`config.mk`:
```
export PLATFORM = sky130hd
export DESIGN_NAME = ext_tran_wb_master
export DESIGN_NICKNAME = d
export VERILOG_FILES = /design/src/rtl/ext_tran_pkg.sv /design/src/rtl/ext_tran_lane_align.sv /design/src/rtl/ext_tran_wb_master.sv
export SDC_FILE = /design/constraint.sdc
export NUM_CORES = 1
export LEC_CHECK = 0
export CAP_MARGIN = 5
export CORE_MARGIN = 8
export CORE_UTILIZATION = 48
export CTS_CLUSTER_SIZE = 40
export DETAILED_ROUTE_END_ITERATION = 8
export PLACE_DENSITY_LB_ADDON = 0.25
export SLEW_MARGIN = 20
export SYNTH_ARGS = -nofsm -noshare
export SYNTH_HDL_FRONTEND = slang
export SYNTH_HIERARCHICAL = 1
export SYNTH_SLANG_ARGS = --single-unit
```
`constraint.sdc`:
```
create_clock -name clk_i -period 2.4 [get_ports clk_i]
set_clock_uncertainty 0.05 [all_clocks]
set_input_delay 0.48 -clock clk_i [delete_from_list [all_inputs] [get_ports clk_i]]
set_output_delay 0.48 -clock clk_i [all_outputs]
set_load 0.05 [all_outputs]
```
`src/rtl/ext_tran_pkg.sv`:
```
// Shared definitions for the ext_tran Wishbone master and its lane aligner.
//   - size_e  : host transfer size encoding (byte/half/word/reserved)
//   - state_e : master FSM states
//   - TIMEOUT_CYCLES_DEFAULT : default bus wait limit before abort
//   - is_misaligned() : rejects reserved sizes and unaligned half/word accesses
package ext_tran_pkg;

  typedef enum logic [1:0] {
    SIZE_BYTE = 2'd0,
    SIZE_HALF = 2'd1,
    SIZE_WORD = 2'd2,
    SIZE_RSVD = 2'd3
  } size_e;

  typedef enum logic [1:0] {
    ST_IDLE,
    ST_CHECK,
    ST_BUS,
    ST_DONE
  } state_e;

  localparam int unsigned TIMEOUT_CYCLES_DEFAULT = 1023;

  function automatic logic is_misaligned(input logic [1:0] size, input logic [1:0] off);
    logic bad;
    case (size_e'(size))
      SIZE_BYTE: bad = 1'b0;
      SIZE_HALF: bad = off[0];
      SIZE_WORD: bad = (off != 2'b00);
      default:   bad = 1'b1;
    endcase
    return bad;
  endfunction

endpackage

```
`src/rtl/ext_tran_lane_align.sv`:
```
// Combinational byte-lane alignment for a 32-bit Wishbone data bus.
//   size_i   : transfer size (size_e encoding)
//   offset_i : byte offset within the word (addr[1:0])
//   wdata_i  : right-justified write data
//   sel_o    : byte enables for the access
//   wdata_o  : write data shifted onto its lanes
//   rdata_i  : raw bus read data
//   rdata_o  : selected lane(s), right-justified and zero-extended
module ext_tran_lane_align
  import ext_tran_pkg::*;
(
  input  logic [1:0]  size_i,
  input  logic [1:0]  offset_i,
  input  logic [31:0] wdata_i,
  output logic [3:0]  sel_o,
  output logic [31:0] wdata_o,
  input  logic [31:0] rdata_i,
  output logic [31:0] rdata_o
);

  logic [4:0]  shift;
  logic [31:0] lane;

  always_comb begin
    shift   = {offset_i, 3'b000};
    lane    = rdata_i >> shift;
    sel_o   = '0;
    wdata_o = wdata_i << shift;
    rdata_o = '0;
    case (size_e'(size_i))
      SIZE_BYTE: begin
        sel_o   = 4'b0001 << offset_i;
        rdata_o = {24'h0, lane[7:0]};
      end
      SIZE_HALF: begin
        sel_o   = 4'b0011 << offset_i;
        rdata_o = {16'h0, lane[15:0]};
      end
      SIZE_WORD: begin
        sel_o   = 4'b1111;
        wdata_o = wdata_i;
        rdata_o = rdata_i;
      end
      default: begin
        wdata_o = '0;
      end
    endcase
  end

endmodule

```
`src/rtl/ext_tran_wb_master.sv`:
```
// Turns one host-posted ext_tran request into a single Wishbone classic cycle.
//   clk_i, reset_i (sync, active-low)
//   ext_tran_*_i : host request (addr, data, size, write, start pulse, clear)
//   ext_tran_data_o/ready_o/err_o : sticky completion status, busy_o = FSM not idle
//   wb_* : Wishbone classic master port; driven only while the cycle is in flight
module ext_tran_wb_master
  import ext_tran_pkg::*;
#(
  parameter int unsigned ADDR_WIDTH     = 32,
  parameter int unsigned TIMEOUT_CYCLES = TIMEOUT_CYCLES_DEFAULT
) (
  input  logic                  clk_i,
  input  logic                  reset_i,
  input  logic [ADDR_WIDTH-1:0] ext_tran_addr_i,
  input  logic [31:0]           ext_tran_data_i,
  input  logic [1:0]            ext_tran_size_i,
  input  logic                  ext_tran_write_i,
  input  logic                  ext_tran_start_i,
  input  logic                  ext_tran_clear_i,
  output logic [31:0]           ext_tran_data_o,
  output logic                  ext_tran_ready_o,
  output logic                  ext_tran_err_o,
  output logic                  ext_tran_busy_o,
  output logic                  wb_cyc_o,
  output logic                  wb_stb_o,
  output logic                  wb_we_o,
  output logic [ADDR_WIDTH-1:0] wb_adr_o,
  output logic [31:0]           wb_dat_o,
  output logic [3:0]            wb_sel_o,
  input  logic [31:0]           wb_dat_i,
  input  logic                  wb_ack_i,
  input  logic                  wb_err_i
);

  state_e                state_q, state_d;
  logic [ADDR_WIDTH-1:0] addr_q, addr_d;
  logic [31:0]           data_q, data_d;
  logic [1:0]            size_q, size_d;
  logic                  we_q, we_d;
  logic [31:0]           cnt_q, cnt_d;
  logic                  ready_q, ready_d;
  logic                  err_q, err_d;
  logic [31:0]           rdata_q, rdata_d;

  logic [3:0]  sel;
  logic [31:0] wdat;
  logic [31:0] rlane;
  logic        in_bus;

  ext_tran_lane_align u_align (
    .size_i   (size_q),
    .offset_i (addr_q[1:0]),
    .wdata_i  (data_q),
    .sel_o    (sel),
    .wdata_o  (wdat),
    .rdata_i  (wb_dat_i),
    .rdata_o  (rlane)
  );

  always_ff @(posedge clk_i) begin
    if (!reset_i) begin
      state_q <= ST_IDLE;
      addr_q  <= '0;
      data_q  <= '0;
      size_q  <= '0;
      we_q    <= 1'b0;
      cnt_q   <= '0;
      ready_q <= 1'b0;
      err_q   <= 1'b0;
      rdata_q <= '0;
    end else begin
      state_q <= state_d;
      addr_q  <= addr_d;
      data_q  <= data_d;
      size_q  <= size_d;
      we_q    <= we_d;
      cnt_q   <= cnt_d;
      ready_q <= ready_d;
      err_q   <= err_d;
      rdata_q <= rdata_d;
    end
  end

  always_comb begin
    state_d = state_q;
    addr_d  = addr_q;
    data_d  = data_q;
    size_d  = size_q;
    we_d    = we_q;
    cnt_d   = cnt_q;
    ready_d = ready_q;
    err_d   = err_q;
    rdata_d = rdata_q;
    case (state_q)
      ST_IDLE: begin
        if (ext_tran_start_i || ext_tran_clear_i) begin
          ready_d = 1'b0;
          err_d   = 1'b0;
          rdata_d = '0;
        end
        if (ext_tran_start_i) begin
          addr_d  = ext_tran_addr_i;
          data_d  = ext_tran_data_i;
          size_d  = ext_tran_size_i;
          we_d    = ext_tran_write_i;
          state_d = ST_CHECK;
        end
      end
      ST_CHECK: begin
        cnt_d = '0;
        if (is_misaligned(size_q, addr_q[1:0])) begin
          err_d   = 1'b1;
          ready_d = 1'b1;
          state_d = ST_DONE;
        end else begin
          state_d = ST_BUS;
        end
      end
      ST_BUS: begin
        if (wb_err_i) begin
          err_d   = 1'b1;
          ready_d = 1'b1;
          state_d = ST_DONE;
        end else if (wb_ack_i) begin
          if (!we_q) rdata_d = rlane;
          ready_d = 1'b1;
          state_d = ST_DONE;
        end else if ((TIMEOUT_CYCLES != 0) && (cnt_q == TIMEOUT_CYCLES - 1)) begin
          // cnt_q counts completed BUS cycles, so this is the last permitted one
          err_d   = 1'b1;
          ready_d = 1'b1;
          state_d = ST_DONE;
        end else begin
          cnt_d = cnt_q + 1;
        end
      end
      default: begin
        state_d = ST_IDLE;
      end
    endcase
  end

  // Lane alignment is combinational off the latched request; gating with
  // in_bus keeps the bus quiet outside the cycle and holds it stable inside.
  assign in_bus           = (state_q == ST_BUS);
  assign wb_cyc_o         = in_bus;
  assign wb_stb_o         = in_bus;
  assign wb_we_o          = in_bus & we_q;
  assign wb_adr_o         = in_bus ? {addr_q[ADDR_WIDTH-1:2], 2'b00} : '0;
  assign wb_sel_o         = in_bus ? sel : '0;
  assign wb_dat_o         = in_bus ? wdat : '0;
  assign ext_tran_data_o  = rdata_q;
  assign ext_tran_ready_o = ready_q;
  assign ext_tran_err_o   = err_q;
  assign ext_tran_busy_o  = (state_q != ST_IDLE);

endmodule
```
* Word level (Yosys, flattened, before mapping) *
Cells that the tools add are included.
W data, S select, Z words.

word-level totals
  register bits = 135
  output and inout port bits = 106
  logic and storage cells = 78

operators by class
  $add $sub $neg = 1
  equal/unequal tests = 16
  shift operators = 4
  multiplexer cells = 32
  bitwise logic cells = 1
  reduce and logical (&&, ||, !) cells = 15

operators by type and width
  operator                 number
  $mux W32                 9
  $pmux W32 S2             3
  $pmux W32 S3             1
  $add A32 B1 Y32 const B  1
  $eq A32 B10 Y1 const B   1
  $shl A32 B5 Y32          1
  $shr A32 B5 Y16          1
  $ne A2 B2 Y1 const B     8
  $pmux W4 S3              1
  $reduce_and A5 Y1        2
  $mux W1                  9
  $pmux W1 S3              3
  $mux W2                  4
  $reduce_and A4 Y1        2
  $reduce_bool A2 Y1       4
  $pmux W2 S3              1
  $eq A2 B1 Y1 const B     2
  $eq A2 B2 Y1 const B     2
  $logic_not A2 Y1         2
  $mux W4                  1
  $ne A4 B3 Y1 const B     1
  $reduce_and A2 Y1        2
  $shl A1 B2 Y4 const A    1
  $shl A2 B2 Y4 const A    1
  6 further kinds          6

* Depth between registers and ports, before layout *
  word-level depth = 6
  mapped depth = 9
  gate-level depth less buffers = 8

* By module *
The synthesis kept the hierarchy.

by module, submodules not included
  module               instances  cells an instance  area an instance (µm²)  sequential area each (µm²)
  ext_tran_wb_master   1          782                6022.0                  2702.6
  ext_tran_lane_align  1          175                1277.5                  0.0

* Least setup slack after synthesis *
Ideal clock, no wire load.

  path kind = register -> output
  start point = register state_q[0]
  end point = output port wb_adr_o[2]
  arrival = 2131 ps
  path slack = -261 ps
  stages on the path, launching flop included = 7
  buffers on the path = 3
  path through = dfxtp_1 inv_1 ha_1 buf_2 clkbuf_1 clkbuf_1 and2_1

on the way
  word-level cells in the longest chain between the ends = 2

ends and longest elaborated chain
  item                      RTL line                   source
  start: declaration        ext_tran_wb_master.sv:35   state_e state_q, state_d;
  start signal: assignment  ext_tran_wb_master.sv:72   state_q <= state_d;
  $eq A2 B2 Y1              ext_tran_wb_master.sv:145  assign in_bus = (state_q == ST_BUS);
  net wb_cyc_o              ext_tran_wb_master.sv:24   output logic wb_cyc_o,
  $mux W32                  ext_tran_wb_master.sv:149  assign wb_adr_o = in_bus ? {addr_q[ADDR_WIDTH-1:2], 2'b00} : '0;
  end: declaration          ext_tran_wb_master.sv:27   output logic [ADDR_WIDTH-1:0] wb_adr_o,

The timed path passes the listed nets, and every way through them passes these cells.

* Worst setup path after layout *
  start point = register addr_q[0]
  end point = output port wb_dat_o[18]

on the way
  word-level cells in the longest chain between the ends = 3

ends and longest elaborated chain
  item                      RTL line                   source
  start: declaration        ext_tran_wb_master.sv:36   logic [ADDR_WIDTH-1:0] addr_q, addr_d;
  start signal: assignment  ext_tran_wb_master.sv:73   addr_q <= addr_d;
  $shl A32 B5 Y32           ext_tran_lane_align.sv:28  wdata_o = wdata_i << shift;
  $pmux W32 S2              ext_tran_lane_align.sv:30  case (size_e'(size_i))
  net wdat[18]              ext_tran_wb_master.sv:46   logic [31:0] wdat;
  $mux W32                  ext_tran_wb_master.sv:151  assign wb_dat_o = in_bus ? wdat : '0;
  end: declaration          ext_tran_wb_master.sv:28   output logic [31:0] wb_dat_o,

The timed path passes the listed nets, and every way through them passes these cells.

==> out/results.tsv <==
metric	value	unit
ant_nets	0	
clockRootBuffer	clkbuf_16	
final_core_util	0.775	
path_class	flop to primary output	
power	10.1	mW
path_cells	buf_12 > buf_12 > nor3b_4 > and2_1 > a221o_1 > and2_4 > buf_12	
fin_ws	-0.171	ns
grt_setup_unrepaired	yes	
irDropWorstVdd	788	uV
max_slew_margin	0.535	
grt_pass1_wl	40500	um
port_buffers	208	
synth_edf_count	0	
r2r_cells	8	
clock_sinks	135	
post-place-cells	1314	
area_growth	59.7	%
cpMaxStageDelayCell	dfxtp_4	
wl_per_cell	20.0	um
synthDistinctLibCells	64	
worstReg2RegEnd	cnt_q[4]	
critPathTopFamily	simple AND/OR/NAND/NOR gates	
tightest_slew	0.698	ns
reg2reg_slack	0.06	ns
endpoint_kind	primary output	
vias	8261	
nets	1287	
viasPerCell	5.99	
synth_top_flop_cell	dfxtp_1	
clock_latency	0.42	ns
finalMaxSlewViolations	0	
cts_buffers	17	
grt_max_degree	98	
num_rows	45	
track_usage	0.256	
holdBufCountCts	0	
fill_cells	982	
place.gp.congestion	0.878	
worstHoldPathCells	2	
synthArstFlopShare	0	
antenna_found_initial	3	
crit_path_max_incr_delay	0.36	ns
min_to	ext_tran_data_o[29]	
cts_tree	done	
routed_wl	27600	um
worst-path-buf-inv	3	
setup_viol	33	
htree_levels	4	
cp-start-kind	flop	
yosysSeqAreaShare	0.370	
status	finished with violations	
drtPass1Iterations	6	
dieWidth	139	um
hold_start	ext_tran_data_o[29]	
crit_path_max_fanout	8	
die_area	0.0194	sq mm
grt_pass1_vias	7531	
min_period	2.57	ns
hold_class	flop to flop	
place_hpwl	17300	um
netlist_area	0.00730	sq mm
drc	0	
start_util	0.486	
worstPathRequired	1.87	ns
stdcell_count	1378	
cts.clk_slew.worst_paths	0.06	ns
avgSynthCellArea	7.63	sq um
report.final.hold_viol_count	0	
cp.arrival	2.04	ns
violations	setup timing	
fin_setup_tns	-3.53	ns
clk_path_buf_depth	2	
ios	211	
p_leak	4.37	nW
critPathMostFrequentCell	buf_12	
die_h	139	um
core	0.0150	sq mm
cap_violations	0	
max_freq	0.389	GHz
overflow	0	
power_density	869	mW/mm^2
drive_gt1_frac	0.243	
drtIter0Drc	900	
ys_seq_elements	135	
synthCells	957	
r2r-start	cnt_q[1]	
period_share	1.07	
timing.hold.ws	0.398	ns
ys_warn_count	6	
-- worst min-delay path, stage by stage (launching register included) --
cell	delay [ns]
dfxtp_1	0.31
nand2_1	0.05
a21oi_1	0.05
-- layer usage --
metal  share of wire  GRT usage
met4           0.047      0.124
met1            0.39      0.306
met5         0.00047          0
met2            0.45      0.397
met3            0.11     0.0978
-- repair_timing --
item                                    4_1_cts  5_1_grt
resized for setup                            37       44
pin swaps                                     8       10
endpoints found under the setup margin       34       68
buffers inserted                             17        4
cloned                                        5        4
-- where the power goes --
group / switching, mW / internal, mW / total, mW
combinational: 2.78 / 2.10 / 4.88
sequential: 0.246 / 2.51 / 2.76
clock: 1.07 / 1.42 / 2.49
total: 4.09 / 6.03 / 10.1
-- worst max path at each step --
stage	end	slack [ns]	cells after the start	from
detailed placement	wb_dat_o[21]	-0.09	5	addr_q[0]
floorplan	wb_adr_o[2]	0.04	6	state_q[0]
CTS	wb_dat_o[28]	-0.08	8	addr_q[0]
global placement	wb_dat_o[22]	-0.07	5	addr_q[0]
global route	wb_dat_o[28]	-0.18	8	addr_q[0]
finish	wb_dat_o[18]	-0.17	7	addr_q[0]
-- Yosys cell counts (6+ instances only) --
master / n / area share
buf_1: 8 / 0.0041
a22o_1: 8 / 0.0096
inv_1: 9 / 0.0046
ha_1: 7 / 0.012
nor4_1: 6 / 0.0051
o31ai_1: 7 / 0.0072
a21oi_1: 123 / 0.084
clkbuf_1: 50 / 0.026
a221o_1: 8 / 0.011
nand2_1: 210 / 0.11
o21ai_0: 14 / 0.0096
a31oi_1: 17 / 0.015
buf_2: 8 / 0.0055
nor3_1: 8 / 0.0055
and2_1: 104 / 0.089
or2_1: 9 / 0.0077
a22oi_1: 12 / 0.012
nand2b_1: 6 / 0.0051
dfxtp_1: 135 / 0.37
o2bb2ai_1: 12 / 0.014
nand3_1: 50 / 0.034
nand4_1: 8 / 0.0069
and3_1: 10 / 0.0086
nor2_1: 15 / 0.0077
mux2i_1: 21 / 0.029
mux2_2: 10 / 0.015
a21o_1: 6 / 0.0062
-- stage by stage --
stage          setup WS (ns)  cell area [sq um]
3_5_place_dp         -0.0906              10400
6_report              -0.171              11700
5_1_grt               -0.184              11700
2_1_floorplan         0.0354               7390
4_1_cts              -0.0783              11400
3_3_place_gp         -0.0733              10400
-- state kept, by name, indices dropped and copies added, names as in the netlist --
name,count
state_q,2
we_q,1
data_q,32
cnt_q,32
ext_tran_err_o,1
size_q,2
ext_tran_ready_o,1
ext_tran_data_o,32
addr_q,32
-- layout by cell type, fill, tap and decap left out, types with 9 or more instances in the layout --
master           instances
nor2_1                  15
and2_4                  38
or2_1                    9
inv_1                    9
and2_1                  31
a31oi_1                 17
o21ai_0                 13
clkbuf_16               21
mux2_2                   9
a21oi_1                121
mux2i_1                 21
buf_12                  79
buf_4                   40
nand2_1                209
dfxtp_1                131
and2_2                  35
clkdlybuf4s50_1        138
nand3_1                 50
and3_1                  10
-- logic make-up after synthesis --
| group | Yosys count | share of synthesized area |
|---|---|---|
| and+or+nand+nor | 453 | 0.308 |
| buffers and inverters | 85 | 0.0518 |
| DFF | 135 | 0.370 |
| muxes | 33 | 0.0473 |
| other | 1 | 0.000514 |
| adders and majority gates | 7 | 0.0120 |
| AOI/OAI and AO/OA | 243 | 0.210 |
-- area by class of cell --
cell class	count	area, sq um	area share
antenna	2	5.00	0.000429
timing repair buffer	273	3610	0.310
sequential	135	2720	0.233
tap	188	235	0.0202
multi-input combinational	738	4500	0.386
clock buffer	17	425	0.0365
inverter	10	38.8	0.00333
clock inverter	15	130	0.0112
Power figures use the tool's default switching activity.
